## src/rtl/spi_pkg.sv

```systemverilog
// Shared types and constants for the SPI slave core.
package spi_pkg;

    // Controller states: deselected, holding-register transfer, bit shifting.
    typedef enum logic [1:0] {
        ST_IDLE  = 2'd0,
        ST_LOAD  = 2'd1,
        ST_SHIFT = 2'd2
    } spi_state_e;

    // SPI modes encoded as {CPOL, CPHA}.
    localparam logic [1:0] SPI_MODE0 = 2'b00;
    localparam logic [1:0] SPI_MODE1 = 2'b01;
    localparam logic [1:0] SPI_MODE2 = 2'b10;
    localparam logic [1:0] SPI_MODE3 = 2'b11;

    // Flip-flops per input synchroniser chain.
    localparam int SYNC_STAGES = 2;

endpackage

```

## src/rtl/spi_sync.sv

```systemverilog
// Single-bit synchroniser for asynchronous pad inputs.
module spi_sync
    import spi_pkg::*;
#(
    parameter logic RESET_VAL = 1'b0
) (
    input  logic clk,
    input  logic reset_n,
    input  logic d,
    output logic q
);

    logic [SYNC_STAGES-1:0] ff;

    // Shift the pad value through the chain; reset to the line's idle level.
    always_ff @(posedge clk or negedge reset_n) begin
        if (!reset_n) begin
            ff <= {SYNC_STAGES{RESET_VAL}};
        end else begin
            ff <= {ff[SYNC_STAGES-2:0], d};
        end
    end

    assign q = ff[SYNC_STAGES-1];

endmodule

```

## src/rtl/spi_slave_core.sv

```systemverilog
// Oversampled SPI slave: configurable width, mode and bit order.
//
// Transmit handshake: tx_data is captured on any clk edge where tx_valid and
// tx_ready are both high; tx_ready is high exactly when the holding register
// is empty, and tx_valid may be raised in any state. Receive side has no back
// pressure: rx_valid/done pulse for one cycle as rx_data is updated.
module spi_slave_core
    import spi_pkg::*;
#(
    parameter int WIDTH     = 8,
    parameter int CPOL      = 0,
    parameter int CPHA      = 0,
    parameter int MSB_FIRST = 1
) (
    input  logic             clk,
    input  logic             reset_n,
    input  logic             ss,
    input  logic             sck,
    input  logic             mosi,
    output logic             miso,
    output logic             miso_oe,
    input  logic [WIDTH-1:0] tx_data,
    input  logic             tx_valid,
    output logic             tx_ready,
    output logic [WIDTH-1:0] rx_data,
    output logic             rx_valid,
    output logic             done,
    output logic             underrun,
    output spi_state_e       state_dbg
);

    localparam int         CW            = $clog2(WIDTH + 1);
    localparam logic [1:0] MODE          = {CPOL != 0, CPHA != 0};
    localparam logic       SCK_IDLE_HIGH = (MODE == SPI_MODE2) || (MODE == SPI_MODE3);
    localparam logic       SAMPLE_LEAD   = (MODE == SPI_MODE0) || (MODE == SPI_MODE2);

    function automatic logic out_bit(input logic [WIDTH-1:0] w);
        return (MSB_FIRST != 0) ? w[WIDTH-1] : w[0];
    endfunction

    function automatic logic [WIDTH-1:0] tx_adv(input logic [WIDTH-1:0] w);
        return (MSB_FIRST != 0) ? {w[WIDTH-2:0], 1'b0} : {1'b0, w[WIDTH-1:1]};
    endfunction

    function automatic logic [WIDTH-1:0] rx_ins(input logic [WIDTH-1:0] w, input logic b);
        return (MSB_FIRST != 0) ? {w[WIDTH-2:0], b} : {b, w[WIDTH-1:1]};
    endfunction

    logic ss_s, sck_s, mosi_s;
    logic ss_q, sck_q;

    spi_sync #(.RESET_VAL(1'b1))          u_sync_ss   (.clk(clk), .reset_n(reset_n), .d(ss),   .q(ss_s));
    spi_sync #(.RESET_VAL(SCK_IDLE_HIGH)) u_sync_sck  (.clk(clk), .reset_n(reset_n), .d(sck),  .q(sck_s));
    spi_sync #(.RESET_VAL(1'b0))          u_sync_mosi (.clk(clk), .reset_n(reset_n), .d(mosi), .q(mosi_s));

    // Delayed copies of synchronised ss/sck for edge detection.
    always_ff @(posedge clk or negedge reset_n) begin
        if (!reset_n) begin
            ss_q  <= 1'b1;
            sck_q <= SCK_IDLE_HIGH;
        end else begin
            ss_q  <= ss_s;
            sck_q <= sck_s;
        end
    end

    logic sck_rise, sck_fall, lead_edge, trail_edge, sample_edge, shift_edge, ss_fall;
    assign sck_rise    = sck_s & ~sck_q;
    assign sck_fall    = ~sck_s & sck_q;
    assign lead_edge   = SCK_IDLE_HIGH ? sck_fall : sck_rise;
    assign trail_edge  = SCK_IDLE_HIGH ? sck_rise : sck_fall;
    assign sample_edge = SAMPLE_LEAD ? lead_edge : trail_edge;
    assign shift_edge  = SAMPLE_LEAD ? trail_edge : lead_edge;
    assign ss_fall     = ss_q & ~ss_s;

    spi_state_e       state;
    logic [CW-1:0]    bit_cnt;
    logic [WIDTH-1:0] tx_sr, rx_sr, rx_next;
    logic [WIDTH-1:0] hold_data, load_word;
    logic             hold_full, load_take;

    assign rx_next   = rx_ins(rx_sr, mosi_s);
    assign load_word = hold_full ? hold_data : '0;
    assign load_take = (state == ST_LOAD) && !ss_s && hold_full;
    assign tx_ready  = ~hold_full;
    assign state_dbg = state;

    // Transmit holding register; LOAD drains it, a handshake fills it.
    always_ff @(posedge clk or negedge reset_n) begin
        if (!reset_n) begin
            hold_full <= 1'b0;
            hold_data <= '0;
        end else begin
            if (load_take) begin
                hold_full <= 1'b0;
            end
            if (tx_valid && !hold_full) begin
                hold_data <= tx_data;
                hold_full <= 1'b1;
            end
        end
    end

    // Frame controller: select tracking, word load, bit sampling and MISO drive.
    always_ff @(posedge clk or negedge reset_n) begin
        if (!reset_n) begin
            state    <= ST_IDLE;
            bit_cnt  <= '0;
            tx_sr    <= '0;
            rx_sr    <= '0;
            rx_data  <= '0;
            rx_valid <= 1'b0;
            done     <= 1'b0;
            underrun <= 1'b0;
            miso     <= 1'b0;
            miso_oe  <= 1'b0;
        end else begin
            rx_valid <= 1'b0;
            done     <= 1'b0;
            underrun <= 1'b0;
            if (ss_s) begin
                // Deselect wins over any coincident sample edge.
                state   <= ST_IDLE;
                bit_cnt <= '0;
                miso    <= 1'b0;
                miso_oe <= 1'b0;
            end else begin
                case (state)
                    ST_IDLE: begin
                        if (ss_fall) begin
                            state   <= ST_LOAD;
                            miso_oe <= 1'b1;
                        end
                    end
                    ST_LOAD: begin
                        state    <= ST_SHIFT;
                        miso_oe  <= 1'b1;
                        underrun <= ~hold_full;
                        if (SAMPLE_LEAD) begin
                            // First bit must be on the line before the first leading edge.
                            miso  <= out_bit(load_word);
                            tx_sr <= tx_adv(load_word);
                        end else begin
                            tx_sr <= load_word;
                        end
                    end
                    ST_SHIFT: begin
                        if (sample_edge) begin
                            rx_sr <= rx_next;
                            if (bit_cnt == CW'(WIDTH - 1)) begin
                                rx_data  <= rx_next;
                                rx_valid <= 1'b1;
                                done     <= 1'b1;
                                bit_cnt  <= '0;
                                state    <= ST_LOAD;
                            end else begin
                                bit_cnt <= bit_cnt + CW'(1);
                            end
                        end
                        // In sample-on-leading modes the trailing edge after the
                        // last sample belongs to the finished word; skip it.
                        if (shift_edge && (!SAMPLE_LEAD || (bit_cnt != '0))) begin
                            miso  <= out_bit(tx_sr);
                            tx_sr <= tx_adv(tx_sr);
                        end
                    end
                    default: state <= ST_IDLE;
                endcase
            end
        end
    end

endmodule

```

## config.mk

```make
export PLATFORM = sky130hd
export DESIGN_NAME = spi_slave_core
export DESIGN_NICKNAME = d
export VERILOG_FILES = /design/src/rtl/spi_pkg.sv /design/src/rtl/spi_sync.sv /design/src/rtl/spi_slave_core.sv
export SDC_FILE = /design/constraint.sdc
export NUM_CORES = 1
export LEC_CHECK = 0
export ABC_AREA = 1
export CAP_MARGIN = 20
export CORE_MARGIN = 2
export CORE_UTILIZATION = 40
export DETAILED_ROUTE_END_ITERATION = 8
export PLACE_DENSITY_LB_ADDON = 0.05
export RECOVER_POWER = 25
export SYNTH_ARGS = -nofsm -noshare
export SYNTH_HDL_FRONTEND = slang
export SYNTH_SLANG_ARGS = --single-unit
export TNS_END_PERCENT = 20
```

## constraint.sdc

```tcl
create_clock -name clk -period 1.6 [get_ports clk]
set_input_delay 0.16 -clock clk [delete_from_list [all_inputs] [get_ports clk]]
set_output_delay 0.16 -clock clk [all_outputs]
set_load 0.03 [all_outputs]
```

==> results of run 1 <==
-- synth_stat cells (all sizes together) --
library cell,count,area share [%]
a21oi,2,0.48
buf,5,1.6
clkbuf,1,0.24
dfrtp,46,55
dfstp,3,3.8
ha,5,3.0
inv,19,3.6
mux2,7,3.8
nand2,81,15
nand3,2,0.72
nand3b,1,0.36
nand4,8,2.4
nor2,10,2.2
nor3,1,0.24
o21ai,20,5.9
o31ai,1,0.36
xor2,1,0.42
-- state kept, by name (all words and copies together) (netlist names) --
name	cells
hold_full	1
u_sync_ss.ff	2
tx_sr	7
ss_q	1
u_sync_mosi.ff	2
u_sync_sck.ff	2
rx_sr	7
miso_oe	1
bit_cnt	4
miso	1
rx_data	8
done	1
hold_data	8
state_dbg	2
sck_q	1
underrun	1
-- power by group through the flow --
stage | combinational, mW | sequential, mW | clock, mW
finish | 0.925 | 1.62 | 1.04
global route | 1.06 | 1.65 | 1.11
CTS | 0.949 | 1.62 | 1.07
detailed placement | 0.955 | 1.64 | 0
global placement | 0.941 | 1.65 | 0
floorplan | 0.567 | 1.67 | 0
-- through the flow --
step           std cells  hold WS [ps]  worst slack, ps  power, mW
4_1_cts              321           253             30.2       3.64
6_report             321           356             56.1       3.58
5_1_grt              321           367            -1.73       3.81
2_1_floorplan        213          -136             47.0       2.24
3_5_place_dp         312           171              137       2.60
3_3_place_gp         312           169              146       2.59
-- metal layers --
metal  GRT usage (%)  vias up
met4            5.45        0
li1                -      747
met1            18.9      683
met2            22.9       23
met3            3.79        5
met5               0        -
-- area by class of cell --
type	instances	area [um^2]	share of cell area (%)
clock inverter	3	65.1	2.49
timing repair buffer	36	342	13.1
multi-input combinational	139	748	28.6
clock buffer	5	68.8	2.63
sequential	49	1230	47.0
inverter	19	73.8	2.82
tap	70	87.6	3.35
-- timing repair --
item,4_1_cts,5_1_grt
endpoints found under the hold margin,46,0
pin swaps,0,0
setup endpoints to repair,1,3
gates resized for setup,1,4
buffers inserted,0,0
hold buffers,1,0
-- cell families after synthesis --
group | count (synthesis) | share of synthesized area, %
xor gates and xnor gates | 1 | 0.422
DFF | 49 | 59.2
buffers and inverters | 25 | 5.42
muxes | 7 | 3.80
adders and majority gates | 5 | 3.01
AOI/OAI and AO/OA | 23 | 6.75
and+or+nand+nor | 103 | 21.4
-- worst max path at each step --
stage / start / to / slack [ps] / cells after the start
after floorplan: state_dbg[0]$_DFFE_PN0P_ / rx_data[1]$_DFFE_PN0P_ / 50 / 10
after global placement: state_dbg[0]$_DFFE_PN0P_ / rx_data[0]$_DFFE_PN0P_ / 150 / 10
after detailed placement: state_dbg[0]$_DFFE_PN0P_ / rx_data[0]$_DFFE_PN0P_ / 140 / 10
after CTS: state_dbg[1]$_DFFE_PN0P_ / state_dbg[1] / 30 / 1
after global routing: state_dbg[0]$_DFFE_PN0P_ / bit_cnt[0]$_DFFE_PN0P_ / -2 / 8
final: state_dbg[0]$_DFFE_PN0P_ / state_dbg[0] / 60 / 1
==> report_table.html, run 1 <==
<table>
<tr><th>Metric</th><th>Value</th></tr>
<tr><th colspan="2">Final layout</th></tr>
<tr><td>Area growth from synthesis to layout</td><td>25.9%</td></tr>
<tr><td>Fill count</td><td>506</td></tr>
<tr><td>Leading cell types in the layout, fill and taps excluded</td><td>nand2_1 (76), dfrtp_1 (46), clkdlybuf4s50_1 (23), inv_1 (18), o21ai_0 (13)</td></tr>
<tr><td>Post-route standard cell area excluding fillers</td><td>2620 um^2</td></tr>
<tr><td>Most frequent standard cell in the layout excluding fill and tap cells</td><td>nand2_1</td></tr>
<tr><td>Total number of nets in the final design</td><td>269</td></tr>
<tr><td>Layout cells sized above 1</td><td>16.3%</td></tr>
<tr><td>Final Core Density</td><td>51.5%</td></tr>
<tr><td>Number of antenna repair diodes</td><td>0</td></tr>
<tr><th colspan="2">Job</th></tr>
<tr><td>Count of maximum capacitance violations</td><td>0</td></tr>
<tr><th colspan="2">Floorplanning</th></tr>
<tr><td>Starting utilization of the core area</td><td>40.9%</td></tr>
<tr><td>Floorplan row count</td><td>26</td></tr>
<tr><td>Die outline area</td><td>5790 um^2</td></tr>
<tr><td>Area of the placeable core</td><td>5070 um^2</td></tr>
<tr><td>Chip Height</td><td>76.1 um</td></tr>
<tr><td>Number of I/O pins</td><td>30</td></tr>
<tr><td>Floorplan die width</td><td>76.1 um</td></tr>
<tr><th colspan="2">Routing</th></tr>
<tr><td>Length of routed met3 wiring</td><td>129 um</td></tr>
<tr><td>DRC violation count after routing</td><td>0</td></tr>
<tr><td>Count of antenna-violating nets left after detailed routing</td><td>0</td></tr>
<tr><td>Routed length on met2</td><td>1680 um</td></tr>
<tr><td>Post-DR vias/cell</td><td>4.54</td></tr>
<tr><td>Met1 routed wirelength after detailed routing</td><td>1870 um</td></tr>
<tr><td>Highest layer used for signal routing</td><td>met4</td></tr>
<tr><td>Violation count after the first detailed-routing iteration</td><td>67</td></tr>
<tr><td>Via Count</td><td>1458</td></tr>
<tr><td>Total Wirelength</td><td>3750 um</td></tr>
<tr><td>Drt first pass iters</td><td>4</td></tr>
<tr><td>Average wire per cell in the routed design</td><td>11.7 um</td></tr>
<tr><th colspan="2">Place</th></tr>
<tr><td>Global placement routability congestion</td><td>0.775</td></tr>
<tr><td>Number of buffers added on ports</td><td>29</td></tr>
<tr><td>HPWL after DPL</td><td>2540 um</td></tr>
<tr><td>Cell area reported after detailed placement</td><td>2470 um^2</td></tr>
<tr><th colspan="2">Pwr</th></tr>
<tr><td>Part of the power in registers</td><td>45.2%</td></tr>
<tr><td>Cell internal pwr</td><td>2.50 mW</td></tr>
<tr><td>PwrDens</td><td>1370 nW/um^2</td></tr>
<tr><td>Portion of total power attributed to the clock network</td><td>29.0%</td></tr>
<tr><td>Static leakage</td><td>1.25 nW</td></tr>
<tr><td>Proportion of power drawn by combinational gates</td><td>25.8%</td></tr>
<tr><td>Switching portion of total power</td><td>30.2%</td></tr>
<tr><td>Power dissipated by switching net loads</td><td>1.08 mW</td></tr>
<tr><td>Maximum resistive drop on vdd</td><td>0.617 mV</td></tr>
<tr><th colspan="2">Timing</th></tr>
<tr><td>Min cycle time layout</td><td>1540 ps</td></tr>
<tr><td>Total count of hold-check failures in the final report</td><td>0</td></tr>
<tr><td>Maximum frequency from static timing analysis</td><td>648 MHz</td></tr>
<tr><td>Slew at the pin closest to its max-slew limit</td><td>653 ps</td></tr>
<tr><td>Number of setup violations in the final report</td><td>0</td></tr>
<tr><td>Final setup TNS</td><td>0 ps</td></tr>
<tr><td>Setup repair after global routing missed its margin</td><td>true</td></tr>
<tr><td>Relative max-transition margin</td><td>56.5%</td></tr>
<tr><td>Pins Over Slew Limit</td><td>0</td></tr>
<tr><td>Final cycle utilization of the critical path</td><td>96.5%</td></tr>
<tr><td>Post-route clock skew</td><td>3.99 ps</td></tr>
<tr><th colspan="2">Global route</th></tr>
<tr><td>Global-route usage over all layers</td><td>14.4%</td></tr>
<tr><td>Maximum number of pins on one net before global-route repair</td><td>50</td></tr>
<tr><td>Number of antenna violations at the first check in global routing</td><td>0</td></tr>
<tr><td>Wire length of the first global-routing pass</td><td>6660 um</td></tr>
<tr><td>Number of global-route vias before repair</td><td>1469</td></tr>
<tr><td>Remaining Overflow, GRT</td><td>0</td></tr>
<tr><th colspan="2">Worst setup path</th></tr>
<tr><td>Delay of the slowest critical-path stage</td><td>690 ps</td></tr>
<tr><td>Endpoint kind of the worst setup timing path</td><td>output port</td></tr>
<tr><td>Ordered cell list for the critical path</td><td>clkdlybuf4s50_1</td></tr>
<tr><td>Data arrival time at the worst-slack endpoint</td><td>1380 ps</td></tr>
<tr><td>Worst Path Max Fanout</td><td>4</td></tr>
<tr><td>Worst Reg2Reg Path Length in Cells</td><td>9</td></tr>
<tr><td>Reg-to-reg slack, setup</td><td>130 ps</td></tr>
<tr><td>Crit path max-delay family</td><td>buffers and inverters</td></tr>
<tr><td>WS Path Type</td><td>flop to output port</td></tr>
<tr><td>R2R Path Start</td><td>state_dbg[0]$_DFFE_PN0P_</td></tr>
<tr><td>Endpoint of the worst-slack reg-to-reg timing path</td><td>tx_sr[7]$_DFFE_PN0P_</td></tr>
<tr><td>Nature of the critical path startpoint</td><td>flop</td></tr>
<tr><td>Number of buffer and inverter stages on the critical path</td><td>1</td></tr>
<tr><td>Data required time of the critical path</td><td>1440 ps</td></tr>
<tr><td>Master of the slowest instance on the critical path</td><td>clkdlybuf4s50_1</td></tr>
<tr><th colspan="2">Yosys</th></tr>
<tr><td>Ys Warns</td><td>0</td></tr>
<tr><td>Mapped Area</td><td>2080 um^2</td></tr>
<tr><td>Proportion of synthesized chip area in sequential cells</td><td>59.2%</td></tr>
<tr><td>Count of mapped cells out of synthesis</td><td>213</td></tr>
<tr><td>Number of synthesized register bits</td><td>49</td></tr>
<tr><td>Post-synthesis area per instance</td><td>9.75 um^2</td></tr>
<tr><td>Library cells used by synthesis</td><td>25</td></tr>
<tr><td>Total nets after synthesis</td><td>232</td></tr>
<tr><th colspan="2">Clock network</th></tr>
<tr><td>Clock Sinks</td><td>49</td></tr>
<tr><td>Number of buffers added by the clock tree synthesis step</td><td>5</td></tr>
<tr><td>Max Buffers Root-to-Sink</td><td>2</td></tr>
<tr><td>CTS clock-pin slew for the worst setup and hold paths</td><td>90 ps</td></tr>
<tr><td>Number of H-tree levels</td><td>2</td></tr>
<tr><td>Later-pin clock latency in the skew report</td><td>300 ps</td></tr>
<tr><td>CTS tree</td><td>built</td></tr>
<tr><td>Buffer cell driving the clock tree root</td><td>clkbuf_8</td></tr>
<tr><th colspan="2">Hold path</th></tr>
<tr><td>Hold Path Class</td><td>flop to flop</td></tr>
<tr><td>Worst min-delay path startpoint</td><td>u_sync_mosi.ff[0]$_DFF_PN0_</td></tr>
<tr><td>Worst Hold Path EP</td><td>u_sync_mosi.ff[1]$_DFF_PN0_</td></tr>
<tr><td>Cell count of the worst hold path</td><td>0</td></tr>
<tr><th colspan="2">Status</th></tr>
<tr><td>Result of the run</td><td>complete, no violations</td></tr>
</table>
No activity file was read; power rests on OpenSTA's default activity.
==> inputs of run 2 (changes only) <==
CAP_MARGIN = unset   (was 20)
CORE_MARGIN = unset   (was 2)
==> report_table.html, run 2 (same netlist as run 1, synthesis figures left out) <==
<table>
<tr><th>Metric</th><th>Value</th></tr>
<tr><th colspan="2">Pwr</th></tr>
<tr><td>Total chip power</td><td>3.41 mW</td></tr>
<tr><td>PwrDens</td><td>1320 nW/um^2</td></tr>
<tr><td>Static leakage</td><td>1.25 nW</td></tr>
<tr><td>Maximum resistive drop on vdd</td><td>0.637 mV</td></tr>
<tr><th colspan="2">Timing</th></tr>
<tr><td>Post-route clock skew</td><td>4.87 ps</td></tr>
<tr><td>Hold Worst Slack</td><td>359 ps</td></tr>
<tr><td>Total count of hold-check failures in the final report</td><td>0</td></tr>
<tr><td>Final cycle utilization of the critical path</td><td>93.5%</td></tr>
<tr><td>Maximum frequency from static timing analysis</td><td>668 MHz</td></tr>
<tr><td>Setup repair after global routing missed its margin</td><td>false</td></tr>
<tr><td>Setup ws final</td><td>103 ps</td></tr>
<tr><td>Pins Over Slew Limit</td><td>0</td></tr>
<tr><td>Slew at the pin closest to its max-slew limit</td><td>950 ps</td></tr>
<tr><td>Min cycle time layout</td><td>1500 ps</td></tr>
<tr><td>Number of setup violations in the final report</td><td>0</td></tr>
<tr><td>Relative max-transition margin</td><td>36.7%</td></tr>
<tr><td>Final setup TNS</td><td>0 ps</td></tr>
<tr><th colspan="2">Global route</th></tr>
<tr><td>Global-route usage over all layers</td><td>15.0%</td></tr>
<tr><td>Number of antenna violations at the first check in global routing</td><td>0</td></tr>
<tr><td>Wire length of the first global-routing pass</td><td>6220 um</td></tr>
<tr><td>Maximum number of pins on one net before global-route repair</td><td>33</td></tr>
<tr><td>Remaining Overflow, GRT</td><td>0</td></tr>
<tr><td>Number of global-route vias before repair</td><td>1394</td></tr>
<tr><th colspan="2">Worst setup path</th></tr>
<tr><td>WS Path Type</td><td>flop to output port</td></tr>
<tr><td>Worst Path Max Fanout</td><td>2</td></tr>
<tr><td>Nature of the critical path startpoint</td><td>flop</td></tr>
<tr><td>Crit path max-delay family</td><td>buffers and inverters</td></tr>
<tr><td>Reg-to-reg slack, setup</td><td>130 ps</td></tr>
<tr><td>Data arrival time at the worst-slack endpoint</td><td>1340 ps</td></tr>
<tr><td>Worst Reg2Reg Path Length in Cells</td><td>9</td></tr>
<tr><td>Delay of the slowest critical-path stage</td><td>670 ps</td></tr>
<tr><td>Endpoint kind of the worst setup timing path</td><td>output port</td></tr>
<tr><td>Master of the slowest instance on the critical path</td><td>clkdlybuf4s50_1</td></tr>
<tr><td>Data required time of the critical path</td><td>1440 ps</td></tr>
<tr><td>R2R Path Start</td><td>state_dbg[0]$_DFFE_PN0P_</td></tr>
<tr><td>Ordered cell list for the critical path</td><td>clkdlybuf4s50_1</td></tr>
<tr><td>Endpoint of the worst-slack reg-to-reg timing path</td><td>rx_data[2]$_DFFE_PN0P_</td></tr>
<tr><td>Number of buffer and inverter stages on the critical path</td><td>1</td></tr>
<tr><th colspan="2">Final layout</th></tr>
<tr><td>Most frequent standard cell in the layout excluding fill and tap cells</td><td>nand2_1</td></tr>
<tr><td>Fill count</td><td>459</td></tr>
<tr><td>Number of antenna repair diodes</td><td>0</td></tr>
<tr><td>Registers with the most flip-flops</td><td>hold_data x8, rx_data x8</td></tr>
<tr><td>Total number of nets in the final design</td><td>269</td></tr>
<tr><td>Final instance count without filler cells</td><td>318</td></tr>
<tr><td>Area growth from synthesis to layout</td><td>24.4%</td></tr>
<tr><td>Leading cell types in the layout, fill and taps excluded</td><td>nand2_1 (76), dfrtp_1 (46), clkdlybuf4s50_1 (22), inv_1 (17), o21ai_0 (13)</td></tr>
<tr><td>Layout cells sized above 1</td><td>16.3%</td></tr>
<tr><th colspan="2">Routing</th></tr>
<tr><td>DRC violation count after routing</td><td>0</td></tr>
<tr><td>Total Wirelength</td><td>3490 um</td></tr>
<tr><td>Average wire per cell in the routed design</td><td>11.0 um</td></tr>
<tr><td>Count of antenna-violating nets left after detailed routing</td><td>0</td></tr>
<tr><td>Violation count after the first detailed-routing iteration</td><td>60</td></tr>
<tr><td>Drt first pass iters</td><td>4</td></tr>
<tr><td>Post-DR vias/cell</td><td>4.56</td></tr>
<tr><td>Via Count</td><td>1449</td></tr>
<tr><th colspan="2">Floorplanning</th></tr>
<tr><td>Floorplan die width</td><td>74.1 um</td></tr>
<tr><td>Die outline area</td><td>5480 um^2</td></tr>
<tr><td>Number of I/O pins</td><td>30</td></tr>
<tr><td>Chip Height</td><td>74.1 um</td></tr>
<tr><td>Floorplan row count</td><td>25</td></tr>
<tr><td>Area of the placeable core</td><td>4850 um^2</td></tr>
<tr><td>Starting utilization of the core area</td><td>42.8%</td></tr>
<tr><th colspan="2">Place</th></tr>
<tr><td>Dpl ws</td><td>58.2 ps</td></tr>
<tr><td>Global placement routability congestion</td><td>0.711</td></tr>
<tr><td>Dpl cells</td><td>309</td></tr>
<tr><td>HPWL after DPL</td><td>2510 um</td></tr>
<tr><td>Number of buffers added on ports</td><td>29</td></tr>
<tr><th colspan="2">Hold path</th></tr>
<tr><td>Worst min-delay path startpoint</td><td>u_sync_mosi.ff[0]$_DFF_PN0_</td></tr>
<tr><td>Worst Hold Path EP</td><td>u_sync_mosi.ff[1]$_DFF_PN0_</td></tr>
<tr><td>Hold Path Class</td><td>flop to flop</td></tr>
<tr><td>Cell count of the worst hold path</td><td>0</td></tr>
<tr><th colspan="2">Clock network</th></tr>
<tr><td>Clock Sinks</td><td>49</td></tr>
<tr><td>Number of H-tree levels</td><td>2</td></tr>
<tr><td>CTS tree</td><td>built</td></tr>
<tr><td>Max Buffers Root-to-Sink</td><td>2</td></tr>
<tr><td>Total setup buffers inserted after CTS</td><td>0</td></tr>
<tr><td>CTS clock-pin slew for the worst setup and hold paths</td><td>80 ps</td></tr>
<tr><td>Number of buffers added by the clock tree synthesis step</td><td>5</td></tr>
<tr><td>Buffer cell driving the clock tree root</td><td>clkbuf_8</td></tr>
<tr><td>Later-pin clock latency in the skew report</td><td>300 ps</td></tr>
<tr><th colspan="2">Status</th></tr>
<tr><td>Result of the run</td><td>complete, no violations</td></tr>
<tr><th colspan="2">Job</th></tr>
<tr><td>Count of maximum capacitance violations</td><td>0</td></tr>
</table>
-- run 2: area by class of cell --
class	instances	area (um^2)	share of cell area, %
sequential	49	1230	47.6
inverter	19	73.8	2.86
tap	67	83.8	3.24
multi-input combinational	139	737	28.5
timing repair buffer	36	343	13.3
clock inverter	1	30.0	1.16
clock buffer	7	86.3	3.34
-- run 2: how the worst max path moves through the flow --
| stage | depth (start not counted) | slack, ps | to | startpoint |
|---|---|---|---|---|
| floorplan | 10 | 50 | rx_data[1]$_DFFE_PN0P_ | state_dbg[0]$_DFFE_PN0P_ |
| global route | 8 | 0.8 | bit_cnt[3]$_DFFE_PN0P_ | state_dbg[0]$_DFFE_PN0P_ |
| global placement | 6 | 110 | tx_sr[6]$_DFFE_PN0P_ | state_dbg[1]$_DFFE_PN0P_ |
| finish | 1 | 100 | miso | miso$_DFFE_PN0P_ |
| CTS | 1 | 20 | state_dbg[1] | state_dbg[1]$_DFFE_PN0P_ |
| detailed placement | 8 | 60 | bit_cnt[3]$_DFFE_PN0P_ | state_dbg[0]$_DFFE_PN0P_ |
-- run 2: layer usage --
metal / track usage (%) / vias to the layer above / share of wire, %
met5: 0 / - / 0
met4: 7.05 / 0 / 2.0
met3: 2.85 / 7 / 3.6
met2: 24.1 / 30 / 44
met1: 19.5 / 657 / 50
li1: - / 755 / -
-- run 2: per-stage QoR --
step | util (%) | instance area [um^2]
after global routing | 53.3 | 2580
after floorplan | - | 2080
after CTS | 53.4 | 2590
after global placement | 50.8 | 2460
after detailed placement | 50.8 | 2460
final | 53.3 | 2580
-- run 2: power breakdown --
group | internal, mW | switching, mW | total [mW]
sequential | 1.49 | 0.124 | 1.61
clock | 0.510 | 0.397 | 0.907
combinational | 0.375 | 0.521 | 0.896
-- run 2: repair_timing --
action	CTS	global route
endpoints found under the hold margin	17	0
setup endpoints to repair	2	13
hold buffers	1	0
gates resized for setup	2	4
